## config.mk

```make
export PLATFORM = sky130hd
export DESIGN_NAME = dpwm_carrier_ctrl
export DESIGN_NICKNAME = d
export VERILOG_FILES = /design/src/rtl/dpwm_carrier_ctrl.sv
export SDC_FILE = /design/constraint.sdc
export NUM_CORES = 1
export LEC_CHECK = 0
export CAP_MARGIN = 20
export CORE_AREA = 2 2 79 81
export CTS_BUF_LIST = sky130_fd_sc_hd__clkbuf_2 sky130_fd_sc_hd__clkbuf_4 sky130_fd_sc_hd__clkbuf_8
export CTS_CLUSTER_DIAMETER = 30
export DETAILED_ROUTE_END_ITERATION = 8
export DIE_AREA = 0 0 81 83
export PLACE_DENSITY = 0.72
export SYNTH_ARGS = -nofsm -noshare
export SYNTH_HDL_FRONTEND = slang
export SYNTH_SLANG_ARGS = --single-unit
```

## constraint.sdc

```tcl
create_clock -name clk -period 2.8 [get_ports clk]
set_input_delay 0.42 -clock clk [delete_from_list [all_inputs] [get_ports clk]]
set_output_delay 0.42 -clock clk [all_outputs]
set_load 0.01 [all_outputs]
```

## src/rtl/dpwm_carrier_ctrl.sv

```systemverilog
// Triangular carrier, 180-degree shifted complement and valley-synchronous
// duty / carrier-select scheduling for one FCML phase comparator bank.
module dpwm_carrier_ctrl #(
    parameter int PERIOD = 1000,
    parameter int NCELL  = 4
) (
    input  logic             clk,
    input  logic             rst,
    input  logic             en,
    input  logic [10:0]      duty_in,
    input  logic             duty_valid,
    output logic             duty_ready,
    input  logic [NCELL-1:0] shflag_cfg,
    input  logic             rot_en,
    output logic [10:0]      ramp_ref,
    output logic [10:0]      ramp_ref_s,
    output logic [NCELL-1:0] shflag,
    output logic [10:0]      dpwm_duty,
    output logic             valley,
    output logic             running
);
    localparam int W = 11;
    localparam logic [W-1:0] LP_PERIOD = W'(PERIOD);
    localparam logic [W-1:0] LP_TOP    = W'(PERIOD - 1);

    typedef enum logic [1:0] {IDLE, RUN, STOP} state_t;

    state_t           r_state, w_state_nxt;
    logic [W-1:0]     r_cnt, w_cnt_nxt;
    logic             r_dir, w_dir_nxt;
    logic [W-1:0]     r_shadow, w_shadow_nxt;
    logic             r_pending, w_pending_nxt;
    logic [W-1:0]     r_duty, w_duty_nxt;
    logic [NCELL-1:0] r_shflag, w_shflag_nxt;
    logic             w_start, w_turn, w_vl, w_to_idle, w_accept;

    function automatic logic [W-1:0] sat_period(input logic [W-1:0] d);
        return (d > LP_PERIOD) ? LP_PERIOD : d;
    endfunction

    always_ff @(posedge clk or negedge rst) begin
        if (!rst) begin
            r_state <= IDLE;
        end else begin
            r_state <= w_state_nxt;
        end
    end

    // w_turn marks the edge on which the down-slope reaches the valley
    always_comb begin
        w_state_nxt = r_state;
        w_start     = 1'b0;
        w_to_idle   = 1'b0;
        w_turn      = r_dir && (r_cnt == W'(1));
        case (r_state)
            IDLE: begin
                if (en) begin
                    w_state_nxt = RUN;
                    w_start     = 1'b1;
                end
            end
            RUN: begin
                if (!en) w_state_nxt = STOP;
            end
            STOP: begin
                if (en) begin
                    w_state_nxt = RUN;
                end else if (w_turn) begin
                    w_state_nxt = IDLE;
                    w_to_idle   = 1'b1;
                end
            end
            default: w_state_nxt = IDLE;
        endcase
        w_vl = w_start || ((r_state != IDLE) && w_turn);
    end

    always_comb begin
        w_cnt_nxt = '0;
        w_dir_nxt = 1'b0;
        if (r_state != IDLE) begin
            if (!r_dir) begin
                w_cnt_nxt = r_cnt + W'(1);
                w_dir_nxt = (r_cnt == LP_TOP);
            end else begin
                w_cnt_nxt = r_cnt - W'(1);
                w_dir_nxt = !w_turn;
            end
        end
    end

    // A valley load sees the pre-edge pending flag, so a same-edge accept waits one period
    always_comb begin
        w_accept      = duty_valid && !r_pending;
        w_shadow_nxt  = r_shadow;
        w_pending_nxt = r_pending;
        w_duty_nxt    = r_duty;
        w_shflag_nxt  = r_shflag;
        if (w_to_idle) begin
            w_duty_nxt   = '0;
            w_shflag_nxt = '0;
        end else if (w_vl) begin
            if (r_pending) begin
                w_duty_nxt    = r_shadow;
                w_pending_nxt = 1'b0;
            end
            w_shflag_nxt = (rot_en && !w_start) ? {r_shflag[NCELL-2:0], r_shflag[NCELL-1]}
                                                : shflag_cfg;
        end
        if (w_accept) begin
            w_shadow_nxt  = sat_period(duty_in);
            w_pending_nxt = 1'b1;
        end
    end

    always_ff @(posedge clk or negedge rst) begin
        if (!rst) begin
            r_cnt     <= '0;
            r_dir     <= 1'b0;
            r_shadow  <= '0;
            r_pending <= 1'b0;
            r_duty    <= '0;
            r_shflag  <= '0;
        end else begin
            r_cnt     <= w_cnt_nxt;
            r_dir     <= w_dir_nxt;
            r_shadow  <= w_shadow_nxt;
            r_pending <= w_pending_nxt;
            r_duty    <= w_duty_nxt;
            r_shflag  <= w_shflag_nxt;
        end
    end

    assign ramp_ref   = r_cnt;
    assign ramp_ref_s = LP_PERIOD - r_cnt;
    assign running    = (r_state != IDLE);
    assign valley     = running && (r_cnt == '0);
    assign duty_ready = !r_pending;
    assign dpwm_duty  = r_duty;
    assign shflag     = r_shflag;

endmodule

```

==> impl_metrics.ini <==
[drt]
dr.pass1.iters = 4
dr.first_iter.drc_count = 111
drc_errors = 0
wl_um = 5501
num_vias = 1947
antenna_left = 0
wire_per_inst_um = 14.91
avgViaCountPerCell = 5.276

[pwr]
p_clk_share_pct = 29.4
internal_power_mw = 1.403
ir_drop_v = 0.0002445
power_density_nw_per_um2 = 640.1
swShare_pct = 28.74
power.total_mw = 1.969
switchingPower_mw = 0.5658
power_frac_comb_pct = 30.2
p_leak_nw = 1.279
seqPwrFrac_pct = 40.4

[synthesis]
async_flop_share_pct = 100.0
synth-seq-cells = 41
ys.flop_type = dfrtp_1
yosysTopAreaCell = dfrtp_1
synthCells = 234
syn_avg_cell_area_um2 = 9.667
synth.distinct_cells = 47
synth.area.top_cells = dfrtp_1, a22o_1, xnor2_1
synth_nets = 257
synth_edf_count = 0
ys_warn_count = 0
synth_top_area_share_pct = 45.35
ys_seq_area_share_pct = 45.35
netlist_area_um2 = 2262

[timing]
worst_clock_skew_ns = 0.008525
fmax_mhz = 373.7
tightest_slew_ns = 0.9007
hold_violations = 0
maxSlewHeadroom_pct = 39.95
tns_ns = 0
grt_setup_unrepaired = false
post-route-period-util_pct = 95.56
period_minus_slack_ns = 2.676
maxSlewViolCount = 0
final-setup-viol-count = 0
timing.final.ws_setup_ns = 0.1244

[global_route]
grt.overflow.total = 0
antenna_found_initial = 0
grt_pass1_vias = 1933
grt_pass1_wl_um = 9411
grt_max_degree = 42
grt_usage_pct = 17.87

[setup_path]
critPathLaunchType = flip-flop
crit_chain = buf_4, or3_1, a21oi_2, nor2_1, xnor2_1, clkdlybuf4s50_1
slowest_stage = clkdlybuf4s50_1
critical_path_required_ns = 2.38
crit_path_max_fanout = 5
crit_start = ramp_ref[0]$_DFF_PN0_
end_kind = output port
cp.arrival_ns = 2.26
critPathMaxStageDelay_ns = 0.55
crit_path_end = ramp_ref_s[7]
crit_type = flip-flop to output port
r2r_start = ramp_ref[2]$_DFF_PN0_
reg2reg_depth = 6
reg2reg_to = dpwm_duty[5]$_DFFE_PN0P_
worst-r2r-setup-slack_ns = 0.48

[floorplan]
core_area_um2 = 5816
rows = 28
fp.dieArea_um2 = 6723
die_width_um = 81
initial_core_util_pct = 38.90
die_y_um = 83
io_pins = 60

[finish]
fill_cells = 562
drive_gt1_share_pct = 10.54
area_delta_synth_final_pct = 35.95
final_nets = 316
diodes = 0

[clock_network]
cts_made_buffers = 5
clockBufferDepth = 2
h-tree-depth = 2
clock-root-buffer = clkbuf_8
clock_sinks = 41
insertion_delay_ns = 0.30
clk_pin_slew_ns = 0.08
cts_tree = yes

[place]
port_buffers = 59
pre_cts_ws_ns = 0.2733
dp_hpwl_um = 4094
gp_congestion = 0.8472

[outcome]
status = finished, final reports clean

[flow_run]
drv_cap = 0

[min_path]
hp-class = input port to async pin
[routing by layer]
metal	routed length [um]	vias to the layer above	GRT usage (%)
met2	2679	48	27.87
met5	0	-	0
met1	2449	936	23.90
met3	291	6	4.783
li1	-	957	-
met4	81	0	5.855
[through the flow]
stage,instances,hold slack [ns],cell area (um2),util (%)
finish,369,0.2423,3075,52.88
global route,369,0.3245,3075,52.88
CTS,369,0.2702,3069,52.78
detailed placement,360,0.4613,2914,50.11
global placement,360,0.4559,2914,50.11
floorplan,234,0.1244,2262,-
[worst min-delay path by stage]
| stage | start | end | slack, ns | cells after the start |
|---|---|---|---|---|
| 6_report | rst | ramp_ref[7]$_DFF_PN0_ | 0.24 | 1 |
| 5_1_grt | rst | ramp_ref[7]$_DFF_PN0_ | 0.32 | 1 |
| 4_1_cts | rst | ramp_ref[8]$_DFF_PN0_ | 0.27 | 1 |
| 3_5_place_dp | r_shadow[2]$_DFFE_PN0P_ | r_shadow[2]$_DFFE_PN0P_ | 0.46 | 2 |
| 3_3_place_gp | r_shadow[4]$_DFFE_PN0P_ | r_shadow[4]$_DFFE_PN0P_ | 0.46 | 2 |
| 2_1_floorplan | rst | dpwm_duty[0]$_DFFE_PN0P_ | 0.12 | 0 |
[cells in the final DEF, fill, tap and decap left out, drive strengths merged, types with 3 or more instances in the layout]
cell,synthesis,layout
xor2,4,4
or3,3,3
o21a,3,3
a21oi,5,5
a21boi,3,3
nor2,23,23
clkbuf,10,5
o31ai,5,5
nor4,7,7
clkdlybuf4s50,0,57
o21ai,3,3
nand2,24,24
nand3,10,10
nor2b,3,3
xnor2,11,11
nor3,13,13
nand4,4,4
buf,5,9
a22o,12,12
ha,3,3
dfrtp,41,41
inv,9,10
mux2i,6,6
[synthesized netlist by cell type (4+ instances only)]
cell type and n:
dfrtp_1 41, nand2_1 24, nor2_1 23, nor3_1 13, a22o_1 12, xnor2_1 11
nand3_1 10, clkbuf_1 9, inv_1 9, mux2i_1 6, a21oi_1 5, nor4_1 5
o31ai_1 5, xor2_1 4
[critical path, delay by kind of cell (launching register included)]
family / cells / cell delay, ns
flip-flops: 1 / 0.42
XOR/XNOR: 1 / 0.13
AO/OA/AOI/OAI: 1 / 0.22
AND/OR/NAND/NOR: 2 / 0.47
buffers and inverters: 2 / 0.72
[cells by family (layout without fill, tap and decap cells)]
kind of cell,after synthesis,in the layout,share of synthesized area [%]
DFF,41,41,45.35
muxes,6,6,2.655
AOI/OAI and AO/OA,40,40,13.66
xor gates and xnor gates,15,15,5.807
adders and majority gates,3,3,1.659
and+or+nand+nor,105,105,25.83
buffers and inverters,24,84,5.032
[power by group through the flow]
stage               clock network, mW  logic, mW  registers [mW]
floorplan                           0      0.249           0.823
global placement                    0      0.581           0.805
detailed placement                  0      0.587           0.811
CTS                             0.595      0.602           0.795
global route                    0.615      0.652           0.812
finish                          0.578      0.595           0.795
[layout make-up]
cell class / count / area [um2] / share of cell area [%]
multi-input cells: 169 / 1136 / 36.94
repair buffers: 67 / 648.1 / 21.07
clock buffers: 5 / 68.82 / 2.238
well taps: 75 / 93.84 / 3.051
inverters: 9 / 33.78 / 1.098
flip-flops and latches: 41 / 1026 / 33.36
clock inverters: 3 / 68.82 / 2.238
[state kept, by name, indices dropped and copies added (netlist names)]
register / count
dpwm_duty: 11
r_dir: 1
r_pending: 1
r_shadow: 11
r_state: 2
ramp_ref: 11
shflag: 4
[repair_timing]
action                     4_1_cts  5_1_grt
pin swaps                        0        2
hold buffers                     0        0
gates resized for setup          2        2
setup endpoints to repair        2        4
setup buffers                    1        0
Note: power is estimated with default switching activity, not from simulation.
==> patch 1, RTL diff (same flow settings) <==
`NCELL`: 4 -> 8.
--- a/src/rtl/dpwm_carrier_ctrl.sv
+++ b/src/rtl/dpwm_carrier_ctrl.sv
@@ -2,7 +2,7 @@
 // duty / carrier-select scheduling for one FCML phase comparator bank.
 module dpwm_carrier_ctrl #(
     parameter int PERIOD = 1000,
-    parameter int NCELL  = 4
+    parameter int NCELL  = 8
 ) (
     input  logic             clk,
     input  logic             rst,
Ports: changed (resized shflag and shflag_cfg); port bits go from 60 to 68. No check against the original RTL was run, so the function may have changed too.
==> patch 1 against the original RTL <==
Count of clock-buffer cells in the layout grew 1; worst hold slack gained 0.22 ns; cell area grew 5.4%; register-to-register slack gained 0.42 ns; utilization grew 2.8 points; first-iteration DRC count grew 59%; sequential cell count grew 4; worst setup slack gained 0.025 ns; synthesized cell count shrank 5.6%; power grew 6.6%; combinational power grew 29%; routed wire length shrank 1.8%; area after synthesis grew 5.5%.
==> patch 1: results (changes against the original RTL) <==
The global-route wire length before repair came to 9030 um (-4.0%). The clock power share came out at 19.8% (-9.6 points). The launching element of the worst setup path is ramp_ref[1]$_DFF_PN0_. The clock network area share came out at 2.97% (-1.5 points).

The endpoint identified for the worst register-to-register timing path is shflag[6]$_DFFE_PN0P_. The met3 track demand over resource in global routing came out at 2.50% (-2.3 points). After synthesis, the cell types taking the most area are sky130_fd_sc_hd__dfrtp_1 (47%), sky130_fd_sc_hd__a22o_1 (5.1%), sky130_fd_sc_hd__mux2i_1 (4.2%), sky130_fd_sc_hd__nor2_1 (3.3%), sky130_fd_sc_hd__xnor2_1 (3.3%). The multi-input combinational cell count came to 156 (-7.7%). The number of DRC markers after the initial detailed-route iteration is 177 (+59%).

The length in cells of the worst reg-to-reg path came out at 5 (-1). The HPWL reported at the end of detailed placement is 3860 um (-5.8%). The TritonCTS sink count came out at 45 (+9.8%). The mux share of post-synthesis cell area is 4.67% (+2.0 points).

The clock buffer count in the final layout is 6 (+1). The count of plain and timing-repair buffers in the layout is 75 (+12%). The run finished with clean final reports.

The total area of sequential cells is 0.00113 mm2 (+9.9%). The count of filler cells inserted in the layout is 530 (-5.7%). The number of non-clock inverters is 6 (-3). The post-route non-filler standard cell count is 365 (-1.1%). The number of nets produced by synthesis is 248 (-3.5%). The via count came out at 1939 (-0.41%).

The fraction of final layout cells sized beyond drive strength 1 is 9.31% (-1.2 points). Following the worst setup path forward leads to its endpoint at ramp_ref_s[8]. The final cycle utilization of the critical path came to 94.7% (-0.89 points). The biggest fanout along the worst timing path came out at 6 (+1). The hold slack came out at 0.463 ns (+0.220 ns). The xor and xnor area share after synthesis is 5.51% (-0.30 points). The number of placed instances with taps included came to 355 (-1.4%). The aggregate routed wire length is 5400 um (-1.8%).

The worst setup timing slack at the placement stage is 0.398 ns (+0.124 ns). By count the netlist is led by sky130_fd_sc_hd__dfrtp_1 (45), sky130_fd_sc_hd__nor2_1 (21), sky130_fd_sc_hd__a22o_1 (14).
[patch 1: cell count changes after synthesis, sizes merged, moves of 4 or more]
| cell | before | now |
|---|---|---|
| dfrtp | 41 | 45 |
| buf | 5 | 10 |
| nor3 | 13 | 9 |
| o2bb2ai | 0 | 8 |
| nor4 | 7 | 1 |
| a21oi | 5 | 10 |
| o31ai | 5 | 0 |
| nand2 | 24 | 7 |
| mux2i | 6 | 10 |
| clkbuf | 10 | 4 |
| nand3 | 10 | 6 |
[patch 1: timing repair]
| action | CTS | global route |
|---|---|---|
| buffers inserted | 0 | 0 |
| hold endpoints to repair | 0 | 4 |
| hold buffers | 0 | 1 |
| endpoints found under the setup margin | 0 | 2 |
| gates resized for setup | 0 | 3 |
[patch 1: per-layer routing]
layer	share of wire, %	up-vias
li1	-	933
met1	46	954
met2	48	47
met3	4.8	5
met4	1.0	0
met5	0	-
==> patch 2, RTL diff (config.mk and constraints unchanged) <==
Without the edit above. The 3 states of `state_t` get a one-hot encoding in 3 bits.
--- a/src/rtl/dpwm_carrier_ctrl.sv
+++ b/src/rtl/dpwm_carrier_ctrl.sv
@@ -23,7 +23,7 @@
     localparam logic [W-1:0] LP_PERIOD = W'(PERIOD);
     localparam logic [W-1:0] LP_TOP    = W'(PERIOD - 1);
 
-    typedef enum logic [1:0] {IDLE, RUN, STOP} state_t;
+    typedef enum logic [2:0] {IDLE = 3'b001, RUN = 3'b010, STOP = 3'b100} state_t;
 
     state_t           r_state, w_state_nxt;
     logic [W-1:0]     r_cnt, w_cnt_nxt;
Check against the original RTL: no difference found for any inputs over 10 cycles, from zero or initial values and one cycle with rst low; not proved beyond that.
==> patch 2 against the original RTL <==
Critical path depth down 2; area after synthesis is 9.2% higher; cell area increased by 6.4%; count of clock-buffer cells in the layout increased by 2; routed wire length increased by 18%; sequential cell count is 1 higher; via count grew 19%; worst setup slack gained 0.043 ns; critical path type unchanged.
Power is not compared: it rests on default switching activity, and its combinational part moved more than twofold at a synthesized area within 25%.
==> patch 2: results (changes against the original RTL) <==
The run finished with clean final reports. The port buffer count is 59 (unchanged). The number of H-tree levels came out at 2 (unchanged). The arrival time at the worst endpoint is 2.21 ns (-0.05 ns). The tightest min-delay check is of the input pin to async pin type.

Yosys attributes the largest share of cell area to sky130_fd_sc_hd__dfrtp_1 (42%), sky130_fd_sc_hd__mux2i_1 (4.1%), sky130_fd_sc_hd__nand3_1 (3.8%), sky130_fd_sc_hd__o21ai_0 (3.8%), sky130_fd_sc_hd__o211ai_1 (3.6%). The share of the yosys chip area belonging to registers came to 42.6% (-2.8 points). The async set or reset register ratio after synthesis is 100% (unchanged). The largest area contributor in the netlist is sky130_fd_sc_hd__dfrtp_1. The xor and xnor area share after synthesis came to 4.96% (-0.85 points). The standard cell with the maximum stage delay on the critical path is sky130_fd_sc_hd__nor4_1. The global routing usage summed across all routing layers came out at 20.1% (+2.2 points).

The number of vias per cell came to 5.69 (+7.9%). The cell sitting at the root of the clock tree is a sky130_fd_sc_hd__clkbuf_8. The post-synthesis share of cell area spent on full adders, half adders and majority gates is 1.52% (-0.14 points). The placer congestion estimate came out at 0.873 (+3.0%). The final net count is 354 (+12%). The length of the first detailed-routing pass in iterations is 4 (unchanged).

The relative slew slack came out at 37.4% (-2.5 points). The worst clock skew came out at 0.00407 ns (-0.00446 ns). The post-synthesis cell type count came out at 52 (+11%).

The number of antenna repair diodes came to 0 (unchanged). The leftover overflow at the end of global routing came to 0 (unchanged). The number of buffers created by CTS came out at 5 (unchanged).

The number of warnings printed during yosys synthesis was 0 (unchanged). The number of antenna violations at the first check in global routing came out at 0 (unchanged). The via count of the first global-routing pass is 2214 (+15%). The number of DRC markers after the initial detailed-route iteration came to 190 (+71%). The number of nets produced by synthesis came out at 293 (+14%).

The stage delay of the slowest cell on the critical path came out at 0.56 ns. The share of the synthesized area in compound gates (AO/OA/AOI/OAI) is 17.3% (+3.6 points). The pin count of the biggest net entering global routing came out at 43 (+2.4%). The cell leakage power is 1.33 nW. The mux share of post-synthesis cell area came out at 4.51% (+1.9 points). The worst setup timing slack at the placement stage came to 0.415 ns (+0.141 ns). The biggest fanout along the worst timing path is 10 (+5). The peak supply drop came out at 0.541 mV. The HPWL reported at the end of detailed placement came out at 4650 um (+14%). The fraction of final layout cells sized beyond drive strength 1 came out at 11.4% (+0.90 points). The clock tree buffer depth was 2 (unchanged). On the critical path the largest part of the delay comes from simple AND/OR/NAND/NOR gates.

The mean routed wirelength per cell came out at 16.0 um (+7.1%). The clock transition time at the flip-flop clock pins of the worst setup and hold paths is 0.08 ns (about the same). The global-route wire length before repair came to 10700 um (+14%).

The clock latency at the later pin of the worst-skew pair is 0.29 ns. The commonest cells after synthesis are sky130_fd_sc_hd__dfrtp_1 (41), sky130_fd_sc_hd__nor2_1 (23), sky130_fd_sc_hd__nand2_1 (19), sky130_fd_sc_hd__nand3_1 (19), sky130_fd_sc_hd__o21ai_0 (19).
[patch 2: cell types whose count changed after synthesis, sizes merged, moves of 4 or more]
cell / unedited run / this run
o21ai: 3 / 19
a22o: 12 / 0
o211ai: 1 / 12
nand3: 10 / 19
nor3: 13 / 5
clkbuf: 10 / 15
nand2: 24 / 19
a21oi: 5 / 9
a31oi: 0 / 4
and4: 0 / 4
mux2i: 6 / 10
[patch 2: timing repair]
action | 4_1_cts | 5_1_grt
buffers inserted | 0 | 0
resized for setup | 0 | 4
endpoints found under the setup margin | 0 | 4
hold endpoints to repair | 0 | 0
[patch 2: final cells by class]
cell class / instances / area [um2]
fill: 562 / 2540
multi-input combinational: 197 / 1300
sequential: 42 / 1050
timing repair buffer: 72 / 683
tap: 75 / 93.8
clock buffer: 7 / 90.1
inverter: 13 / 48.8
clock inverter: 1 / 5.00
[patch 2: cell families (layout without fill, tap and decap cells)]
logic type | count (synthesis) | count (layout)
AND/OR/NAND/NOR | 105 | 105
adder cells (fa/ha/maj) | 3 | 3
AO/OA/AOI/OAI | 64 | 64
XOR/XNOR | 14 | 14
flip-flops | 42 | 42
buffers and inverters | 31 | 93
multiplexers | 11 | 11
[patch 2: report_power, final]
part           internal (mW)  switching (mW)
registers              0.799           0.177
logic                  0.655           0.631
clock network          0.209           0.205
total                   1.66            1.01
[patch 2: final timing paths]
kind	from	to	slack, ns	cells after the start
max	ramp_ref[5]$_DFF_PN0_	valley	0.17	4
min	rst	ramp_ref[1]$_DFF_PN0_	0.27	1
max reg2reg	ramp_ref[5]$_DFF_PN0_	dpwm_duty[6]$_DFFE_PN0P_	0.76	4
min reg2reg	r_shadow[10]$_DFFE_PN0P_	r_shadow[10]$_DFFE_PN0P_	0.52	1
max in group asynchronous	rst	ramp_ref[0]$_DFF_PN0_	1.90	1
min in group clk	r_shadow[10]$_DFFE_PN0P_	r_shadow[10]$_DFFE_PN0P_	0.52	1
[patch 2: metal layers]
| layer | global-route usage (%) | part of all wire, % | wire length [um] | up-vias |
|---|---|---|---|---|
| li1 | - | - | - | 1103 |
| met1 | 29.6 | 46 | 2980 | 1133 |
| met2 | 29.4 | 48 | 3100 | 73 |
| met3 | 3.26 | 4.8 | 313 | 8 |
| met4 | 7.86 | 1.8 | 114 | 0 |
| met5 | 0 | 0 | 0 | - |
[patch 2: worst register-to-register path, stage by stage, from the launching register on]
cell                      delay [ns]
sky130_fd_sc_hd__dfrtp_1        0.48
sky130_fd_sc_hd__nor4_1         0.56
sky130_fd_sc_hd__nand4_1        0.25
sky130_fd_sc_hd__a21oi_2        0.41
sky130_fd_sc_hd__mux2i_1        0.26
[patch 2: through the flow]
stage | area (um2) | instances
final | 3270 | 407
after global routing | 3270 | 407
after CTS | 3260 | 407
after detailed placement | 3170 | 399
after global placement | 3170 | 399
after floorplan | 2470 | 270
